**config.mk**
```make
export PLATFORM = sky130hd
export DESIGN_NAME = apb_uart_ctrl
export DESIGN_NICKNAME = d
export VERILOG_FILES = /design/src/rtl/uart_pkg.sv /design/src/rtl/uart_sync_fifo.sv /design/src/rtl/apb_uart_ctrl.sv
export SDC_FILE = /design/constraint.sdc
export NUM_CORES = 1
export LEC_CHECK = 0
export ABC_CLOCK_PERIOD_IN_PS = 6500
export CAP_MARGIN = 10
export CORE_UTILIZATION = 45
export DETAILED_ROUTE_END_ITERATION = 8
export GPL_TIMING_DRIVEN = 0
export SYNTH_ARGS = -nofsm -noshare
export SYNTH_HDL_FRONTEND = slang
export SYNTH_SLANG_ARGS = --single-unit
```
**constraint.sdc**
```tcl
create_clock -name clk -period 6.5 [get_ports clk]
set_input_delay 1.3 -clock clk [delete_from_list [all_inputs] [get_ports clk]]
set_output_delay 1.3 -clock clk [all_outputs]
set_load 0.01 [all_outputs]
```
**src/rtl/uart_pkg.sv**
```systemverilog
// Shared register map, bit positions, FSM encodings and small helpers
// for the APB UART controller.
package uart_pkg;

  localparam logic [3:0] OFF_TXDATA = 4'h0;
  localparam logic [3:0] OFF_RXDATA = 4'h2;
  localparam logic [3:0] OFF_BAUD   = 4'h4;
  localparam logic [3:0] OFF_STATUS = 4'h6;
  localparam logic [3:0] OFF_CTRL   = 4'h8;

  localparam int ST_TX_BUSY  = 0;
  localparam int ST_TX_FULL  = 1;
  localparam int ST_TX_EMPTY = 2;
  localparam int ST_RX_EMPTY = 3;
  localparam int ST_RX_FULL  = 4;
  localparam int ST_OVR      = 5;
  localparam int ST_FERR     = 6;

  localparam int CT_TX_EN      = 0;
  localparam int CT_RX_EN      = 1;
  localparam int CT_LOOPBACK   = 2;
  localparam int CT_IRQ_RX_EN  = 3;
  localparam int CT_IRQ_TXE_EN = 4;

  localparam int                CTRL_W     = 5;
  localparam logic [CTRL_W-1:0] CTRL_RESET = 5'b00011;
  localparam logic [15:0]       DIV_MIN    = 16'd1;

  typedef enum logic [1:0] {
    TX_IDLE  = 2'd0,
    TX_START = 2'd1,
    TX_DATA  = 2'd2,
    TX_STOP  = 2'd3
  } tx_state_t;

  typedef enum logic [1:0] {
    RX_IDLE  = 2'd0,
    RX_START = 2'd1,
    RX_DATA  = 2'd2,
    RX_STOP  = 2'd3
  } rx_state_t;

  function automatic logic [15:0] clamp_div(input logic [15:0] div);
    return (div < DIV_MIN) ? DIV_MIN : div;
  endfunction

  // (DIV+1)/2 - 1, computed in 17 bits so DIV=0xFFFF does not wrap
  function automatic logic [15:0] half_period_m1(input logic [15:0] div);
    logic [16:0] period;
    period = {1'b0, div} + 17'd1;
    return period[16:1] - 16'd1;
  endfunction

endpackage

```
**src/rtl/uart_sync_fifo.sv**
```systemverilog
// Single-clock first-word-fall-through FIFO used for the UART TX and RX queues.
module uart_sync_fifo #(
  parameter int WIDTH = 8,
  parameter int DEPTH = 8
) (
  input  logic                     clk,
  input  logic                     rst,
  input  logic                     push,
  input  logic [WIDTH-1:0]         wdata,
  input  logic                     pop,
  output logic [WIDTH-1:0]         rdata,
  output logic                     full,
  output logic                     empty,
  output logic [$clog2(DEPTH):0]   count
);

  localparam int AW = $clog2(DEPTH);
  localparam logic [AW:0] FULL_CNT = DEPTH[AW:0];

  logic [WIDTH-1:0] mem [DEPTH];
  logic [AW-1:0]    wr_ptr;
  logic [AW-1:0]    rd_ptr;
  logic [AW:0]      cnt;
  logic             do_push;
  logic             do_pop;

  assign full    = (cnt == FULL_CNT);
  assign empty   = (cnt == '0);
  assign count   = cnt;
  assign rdata   = mem[rd_ptr];
  assign do_pop  = pop & ~empty;
  // A full FIFO still accepts a push when a pop frees a slot this cycle
  assign do_push = push & (~full | do_pop);

  always_ff @(posedge clk) begin
    if (do_push) mem[wr_ptr] <= wdata;
  end

  always_ff @(posedge clk or posedge rst) begin
    if (rst) begin
      wr_ptr <= '0;
      rd_ptr <= '0;
      cnt    <= '0;
    end else begin
      if (do_push) wr_ptr <= wr_ptr + 1'b1;
      if (do_pop)  rd_ptr <= rd_ptr + 1'b1;
      case ({do_push, do_pop})
        2'b10:   cnt <= cnt + 1'b1;
        2'b01:   cnt <= cnt - 1'b1;
        default: cnt <= cnt;
      endcase
    end
  end

endmodule

```
**src/rtl/apb_uart_ctrl.sv**
```systemverilog
// APB3 slave UART: TX/RX serialisers with FIFOs, programmable baud divisor,
// sticky overrun/framing flags, loopback and a registered level interrupt.
module apb_uart_ctrl
  import uart_pkg::*;
#(
  parameter int          ADDR_WIDTH  = 32,
  parameter int          DATA_WIDTH  = 16,
  parameter logic [11:0] BASE_ADDR   = 12'h600,
  parameter int          DATA_BITS   = 8,
  parameter int          FIFO_DEPTH  = 8,
  parameter logic [15:0] DEFAULT_DIV = 16'd433
) (
  input  logic                  clk,
  input  logic                  preset,
  input  logic [ADDR_WIDTH-1:0] paddr,
  input  logic                  psel,
  input  logic                  penable,
  input  logic                  pwrite,
  input  logic [DATA_WIDTH-1:0] pwdata,
  output logic [DATA_WIDTH-1:0] prdata,
  output logic                  pready,
  output logic                  pslverr,
  input  logic                  uart_rx,
  output logic                  uart_tx,
  output logic                  irq
);

  localparam int             CNT_W    = $clog2(FIFO_DEPTH) + 1;
  localparam logic [2:0]     LAST_BIT = 3'(DATA_BITS - 1);

  // Register state
  logic [15:0]       div_reg;
  logic [CTRL_W-1:0] ctrl;
  logic              ovr;
  logic              ferr;

  // FIFO interfaces
  logic                 tx_push, tx_pop, tx_full, tx_empty;
  logic                 rx_push, rx_pop, rx_full, rx_empty;
  logic [DATA_BITS-1:0] tx_rdata, rx_rdata;
  logic [CNT_W-1:0]     tx_count_unused, rx_count_unused;

  // APB decode
  logic        access, in_window, mapped, ok;
  logic        sel_tx, sel_rx, sel_baud, sel_stat, sel_ctrl;
  logic        baud_wr, stat_wr, ctrl_wr;
  logic [15:0] status, rd_val;
  logic        unused_paddr;

  // TX datapath
  tx_state_t            tx_state;
  logic [15:0]          tx_cnt, tx_div_act;
  logic [2:0]           tx_bit;
  logic [DATA_BITS-1:0] tx_shift;
  logic                 tx_line, tx_busy, tx_start;

  // RX datapath
  rx_state_t            rx_state;
  logic [15:0]          rx_cnt, rx_div_act, rx_half;
  logic [2:0]           rx_bit;
  logic [DATA_BITS-1:0] rx_shift;
  logic                 sync1, sync2, rx_in, rx_prev;
  logic                 rx_stop_done, ovr_set, ferr_set;

  assign pready       = 1'b1;
  assign uart_tx      = tx_line;
  assign unused_paddr = ^paddr[ADDR_WIDTH-1:12];

  assign access    = psel & penable;
  assign in_window = (paddr[11:4] == BASE_ADDR[11:4]);

  always_comb begin
    sel_tx   = 1'b0;
    sel_rx   = 1'b0;
    sel_baud = 1'b0;
    sel_stat = 1'b0;
    sel_ctrl = 1'b0;
    if (in_window) begin
      case (paddr[3:0])
        OFF_TXDATA: sel_tx   = 1'b1;
        OFF_RXDATA: sel_rx   = 1'b1;
        OFF_BAUD:   sel_baud = 1'b1;
        OFF_STATUS: sel_stat = 1'b1;
        OFF_CTRL:   sel_ctrl = 1'b1;
        default:    ;
      endcase
    end
  end

  assign mapped  = sel_tx | sel_rx | sel_baud | sel_stat | sel_ctrl;
  assign pslverr = access & (~mapped | (sel_tx & pwrite & tx_full) | (sel_rx & ~pwrite & rx_empty));
  assign ok      = access & ~pslverr;

  assign tx_push = ok &  pwrite & sel_tx;
  assign rx_pop  = ok & ~pwrite & sel_rx;
  assign baud_wr = ok &  pwrite & sel_baud;
  assign stat_wr = ok &  pwrite & sel_stat;
  assign ctrl_wr = ok &  pwrite & sel_ctrl;

  always_comb begin
    status               = '0;
    status[ST_TX_BUSY]   = tx_busy;
    status[ST_TX_FULL]   = tx_full;
    status[ST_TX_EMPTY]  = tx_empty;
    status[ST_RX_EMPTY]  = rx_empty;
    status[ST_RX_FULL]   = rx_full;
    status[ST_OVR]       = ovr;
    status[ST_FERR]      = ferr;
  end

  always_comb begin
    rd_val = '0;
    if (ok & ~pwrite) begin
      if (sel_rx)   rd_val[DATA_BITS-1:0] = rx_rdata;
      if (sel_baud) rd_val = div_reg;
      if (sel_stat) rd_val = status;
      if (sel_ctrl) rd_val[CTRL_W-1:0] = ctrl;
    end
    prdata       = '0;
    prdata[15:0] = rd_val;
  end

  uart_sync_fifo #(.WIDTH(DATA_BITS), .DEPTH(FIFO_DEPTH)) u_tx_fifo (
    .clk   (clk),
    .rst   (preset),
    .push  (tx_push),
    .wdata (pwdata[DATA_BITS-1:0]),
    .pop   (tx_pop),
    .rdata (tx_rdata),
    .full  (tx_full),
    .empty (tx_empty),
    .count (tx_count_unused)
  );

  uart_sync_fifo #(.WIDTH(DATA_BITS), .DEPTH(FIFO_DEPTH)) u_rx_fifo (
    .clk   (clk),
    .rst   (preset),
    .push  (rx_push),
    .wdata (rx_shift),
    .pop   (rx_pop),
    .rdata (rx_rdata),
    .full  (rx_full),
    .empty (rx_empty),
    .count (rx_count_unused)
  );

  always_ff @(posedge clk or posedge preset) begin
    if (preset) begin
      div_reg <= DEFAULT_DIV;
      ctrl    <= CTRL_RESET;
      ovr     <= 1'b0;
      ferr    <= 1'b0;
      irq     <= 1'b0;
    end else begin
      if (baud_wr) div_reg <= clamp_div(pwdata[15:0]);
      if (ctrl_wr) ctrl    <= pwdata[CTRL_W-1:0];
      // A set event in the same cycle as a W1C write keeps the flag set
      if (ovr_set)                       ovr  <= 1'b1;
      else if (stat_wr & pwdata[ST_OVR]) ovr  <= 1'b0;
      if (ferr_set)                       ferr <= 1'b1;
      else if (stat_wr & pwdata[ST_FERR]) ferr <= 1'b0;
      irq <= (ctrl[CT_IRQ_RX_EN] & ~rx_empty) |
             (ctrl[CT_IRQ_TXE_EN] & tx_empty & ~tx_busy) | ovr | ferr;
    end
  end

  // A new frame may start from IDLE or straight out of the last STOP cycle
  assign tx_busy  = (tx_state != TX_IDLE);
  assign tx_start = ctrl[CT_TX_EN] & ~tx_empty &
                    ((tx_state == TX_IDLE) | ((tx_state == TX_STOP) & (tx_cnt == tx_div_act)));
  assign tx_pop   = tx_start;

  always_ff @(posedge clk or posedge preset) begin
    if (preset) begin
      tx_state   <= TX_IDLE;
      tx_cnt     <= '0;
      tx_div_act <= DEFAULT_DIV;
      tx_bit     <= '0;
      tx_shift   <= '0;
      tx_line    <= 1'b1;
    end else if (tx_start) begin
      tx_state   <= TX_START;
      tx_cnt     <= '0;
      tx_div_act <= div_reg;
      tx_shift   <= tx_rdata;
      tx_line    <= 1'b0;
    end else begin
      case (tx_state)
        TX_IDLE: tx_line <= 1'b1;
        TX_START:
          if (tx_cnt == tx_div_act) begin
            tx_cnt   <= '0;
            tx_bit   <= '0;
            tx_line  <= tx_shift[0];
            tx_state <= TX_DATA;
          end else tx_cnt <= tx_cnt + 16'd1;
        TX_DATA:
          if (tx_cnt == tx_div_act) begin
            tx_cnt <= '0;
            if (tx_bit == LAST_BIT) begin
              tx_line  <= 1'b1;
              tx_state <= TX_STOP;
            end else begin
              tx_bit   <= tx_bit + 3'd1;
              tx_shift <= tx_shift >> 1;
              tx_line  <= tx_shift[1];
            end
          end else tx_cnt <= tx_cnt + 16'd1;
        TX_STOP:
          if (tx_cnt == tx_div_act) begin
            tx_cnt   <= '0;
            tx_state <= TX_IDLE;
          end else tx_cnt <= tx_cnt + 16'd1;
        default: tx_state <= TX_IDLE;
      endcase
    end
  end

  // Loopback taps the internal TX line directly, bypassing the synchroniser
  assign rx_in        = ctrl[CT_LOOPBACK] ? tx_line : sync2;
  assign rx_stop_done = (rx_state == RX_STOP) & (rx_cnt == rx_div_act);
  assign ferr_set     = rx_stop_done & ~rx_in;
  assign ovr_set      = rx_stop_done & rx_in & rx_full;
  assign rx_push      = rx_stop_done & rx_in & ~rx_full;

  always_ff @(posedge clk or posedge preset) begin
    if (preset) begin
      sync1      <= 1'b1;
      sync2      <= 1'b1;
      rx_prev    <= 1'b1;
      rx_state   <= RX_IDLE;
      rx_cnt     <= '0;
      rx_div_act <= DEFAULT_DIV;
      rx_half    <= '0;
      rx_bit     <= '0;
      rx_shift   <= '0;
    end else begin
      sync1   <= uart_rx;
      sync2   <= sync1;
      rx_prev <= rx_in;
      case (rx_state)
        RX_IDLE:
          if (ctrl[CT_RX_EN] & rx_prev & ~rx_in) begin
            rx_state   <= RX_START;
            rx_cnt     <= '0;
            rx_div_act <= div_reg;
            rx_half    <= half_period_m1(div_reg);
          end
        RX_START:
          if (rx_cnt == rx_half) begin
            rx_cnt   <= '0;
            rx_bit   <= '0;
            rx_state <= rx_in ? RX_IDLE : RX_DATA;
          end else rx_cnt <= rx_cnt + 16'd1;
        RX_DATA:
          if (rx_cnt == rx_div_act) begin
            rx_cnt   <= '0;
            rx_shift <= {rx_in, rx_shift[DATA_BITS-1:1]};
            if (rx_bit == LAST_BIT) rx_state <= RX_STOP;
            else                    rx_bit   <= rx_bit + 3'd1;
          end else rx_cnt <= rx_cnt + 16'd1;
        RX_STOP:
          if (rx_cnt == rx_div_act) begin
            rx_cnt   <= '0;
            rx_state <= RX_IDLE;
          end else rx_cnt <= rx_cnt + 16'd1;
        default: rx_state <= RX_IDLE;
      endcase
    end
  end

endmodule

```
==> metrics.yaml <==
outcome:
  outcome: "finished clean"
die:
  rows: 63
  io_pins: 74
  dieArea_sq_um: 30900
  die_width_microns: 176
  core_sq_um: 29600
  start_util_pct: 45.9
  die_h_microns: 176
min_path:
  holdPathStages: 0
  hp-class: "reg2reg"
logic_synthesis:
  syn_area_per_cell_sq_um: 12.2
  ys_warn_count: 0
  yosysTopAreaCell: "edfxtp_1"
  ys_types: 77
  syn-instance-count: 1118
  synthArstFlopShare_pct: 54.6
  synth_top_cell_area_share_pct: 28.3
  synth_nets: 1197
  synth-main-ff-cell: "dfrtp_1"
  synth_edf_count: 128
  ys_ff_latch: 282
  yosysSeqAreaShare_pct: 56.8
  synth_area_leaders: "edfxtp_1 (28%), dfrtp_1 (24%), mux4_2 (5.3%)"
  synth_area_sq_um: 13600
critical_path:
  slowest_stage: "nor3b_2"
  crit_family: "simple AND/OR/NAND/NOR gates"
  cp-end-kind: "output pin"
  rr_worst_depth: 14
  worst-path-buf-inv: 2
  slowest_delay_ns: 0.56
  critPathKind: "in2out"
  path_depth: 8
  path_max_fanout: 8
  worstPathRequired_ns: 5.20
  startpoint_type: "primary input"
  worstPathArrival_ns: 4.24
  cpMostUsedCell: "clkdlybuf4s50_1"
  path_cells: "clkdlybuf4s50_1 -> nor4b_1 -> nand4b_1 -> or2_0 -> or3_1 -> nor3b_2 -> and2_1 -> clkdlybuf4s50_1"
clock_network:
  cts_hold_buf: 0
  htreeDepth: 1
  tritoncts: "done"
  post_cts_buffers: 0
  cts_resized: 0
  root_buffer: "clkbuf_16"
  cts_sinks: 282
  cts_buffers: 31
  clk_path_buf_depth: 3
  clk_pin_slew_worst_paths_ns: 0.06
  clk_latency_ns: 0.56
timing:
  skew_ns: 0.0134
  relSlewSlack_pct: 32.3
  hold_violations: 0
  fmax_mhz: 181
  rsz0062_at_grt: "false"
  min_period_ns: 5.54
  slew_viol_final: 0
  finalCritPeriodShare_pct: 85.2
  final-setup-viol-count: 0
  worstMarginPinSlew_ns: 1.01
finish:
  drive_above_1_share_pct: 16.6
  syn_to_final_growth_pct: 15.7
  final_core_utilization_pct: 53.0
  design_area_sq_um: 15700
  num-nets-final: 1284
  top_regs: "u_rx_fifo.mem: 64 flops, u_tx_fifo.mem: 64 flops"
  fill_cells: 2604
  antennaDiodeCount: 0
global_route:
  grt_max_degree: 103
  grt_pass1_vias: 8789
  antenna_found_initial: 0
  grt_use_total_pct: 20.5
  grt_first_pass_wirelength_microns: 49600
  grt_overflow: 0
placement:
  gp_congestion: 0.809
  port-buffer-count: 52
  placed_area_sq_um: 14700
  place_hpwl_microns: 21100
drt:
  drt_wl_total_microns: 30300
  drtIter0Drc: 549
  antenna_left: 0
  wl_per_cell_microns: 18.7
  dr.pass1.iters: 5
  via_per_inst: 5.45
  num_vias: 8832
  drc: 0
power_and_ir_drop:
  power_leakage_uw: 0.00649
  vdd_ir_drop_max_v: 0.000209
  power_density_nw_per_um2: 282
job:
  drv_cap: 0
-- metrics by stage --
| step | setup TNS, ns | hold slack (ns) | cells | total power [uW] | worst slack, ns |
|---|---|---|---|---|---|
| 5_1_grt | 0 | 0.380 | 1620 | 4630 | 0.683 |
| 6_report | 0 | 0.381 | 1620 | 4430 | 0.964 |
| 3_5_place_dp | 0 | 0.376 | 1562 | 2660 | 0.954 |
| 2_1_floorplan | 0 | 0.345 | 1118 | 2470 | 1.08 |
| 3_3_place_gp | -213.31 | 0.374 | 1560 | 2640 | -1.62 |
| 4_1_cts | 0 | 0.382 | 1620 | 4480 | 0.944 |
-- per-layer routing --
metal,global-route usage (%),wire length [microns],vias to the layer above
li1,-,-,4215
met1,30.5,14800,4413
met2,32.0,13800,168
met3,2.58,1100,36
met4,4.86,535,0
met5,0,0,-
-- synth_stat cells, types with 3 or more instances --
| master | count |
|---|---|
| ha_1 | 25 |
| o211ai_1 | 3 |
| nand2b_1 | 16 |
| nor4_1 | 13 |
| nor4_2 | 3 |
| buf_2 | 18 |
| nor4b_1 | 3 |
| nor3_1 | 21 |
| dfstp_2 | 21 |
| nand4_1 | 8 |
| xor2_1 | 72 |
| buf_1 | 5 |
| a21oi_1 | 23 |
| mux4_2 | 32 |
| or3_1 | 4 |
| o21ai_1 | 4 |
| xnor2_1 | 33 |
| nor2_1 | 51 |
| nand2_1 | 149 |
| a31oi_1 | 10 |
| edfxtp_1 | 128 |
| a21o_1 | 4 |
| dfrtp_1 | 133 |
| buf_6 | 3 |
| nor2b_1 | 15 |
| a211oi_1 | 16 |
| and2_1 | 13 |
| mux2i_1 | 10 |
| clkbuf_1 | 36 |
| and3_1 | 22 |
| o21ai_0 | 68 |
| mux2_2 | 47 |
| a22oi_1 | 9 |
| nand3_1 | 24 |
| inv_1 | 15 |
| and4_1 | 5 |
| nand3b_1 | 5 |
-- cell families (layout without fill, tap and decap cells) --
kind of cell | Yosys count | in the layout | synth area share (%)
compound gates | 166 | 166 | 7.88
xor+xnor | 105 | 105 | 6.77
fa+ha+maj | 25 | 25 | 2.30
buf+inv | 79 | 191 | 2.54
flops | 282 | 282 | 56.8
mux | 90 | 90 | 10.0
other cells | 1 | 1 | 0.0276
simple gates | 370 | 370 | 13.6
-- worst register-to-register path, cell delays in order (launching register included) --
cell	delay (ns)
dfrtp_1	0.36
clkbuf_1	0.19
xor2_1	0.18
nor4_1	0.44
nand4_1	0.35
or4_1	0.62
a21oi_4	0.28
inv_1	0.10
ha_1	0.26
xor2_1	0.17
ha_1	0.18
a21oi_1	0.14
xor2_1	0.16
nor2_1	0.07
xor2_1	0.14
-- worst paths after layout --
kind,startpoint,to,slack [ns]
min in group asynchronous,preset,rx_cnt[10],1.16
setup reg to reg,rx_cnt[10],u_rx_fifo.count[2],2.76
hold / removal,sync1,sync2,0.38
setup / recovery,paddr[6],prdata[13],0.96
hold reg to reg,sync1,sync2,0.38
max in group asynchronous,preset,div_reg[4],4.42
-- cells in the final DEF (no fill, tap or decap), drive strengths merged, types with 18 or more instances in the layout --
cell	instances
a211oi	18
mux2	48
nor2	51
clkbuf	74
xnor2	33
xor2	72
nor3	21
dfstp	21
edfxtp	128
dfrtp	133
clkdlybuf4s50	52
o21ai	72
nand2	151
nand3	24
and3	25
buf	29
ha	25
mux4	32
a21oi	24
-- where the power goes --
| part | switching, uW | internal (uW) |
|---|---|---|
| sequential | 99.8 | 1990 |
| combinational | 324 | 207 |
| clock | 715 | 1100 |
| total | 1140 | 3290 |
-- layout make-up --
cell class	count	area, sq um	share of cell area [%]
clock inverters	20	240	1.53
inverters	16	67.6	0.430
repair buffers	54	556	3.53
multi-input cells	757	5540	35.2
flip-flops and latches	282	7720	49.1
well taps	390	488	3.10
clock buffers	38	822	5.23
plain buffers	63	285	1.81
Note: power is estimated with default switching activity, not from simulation.
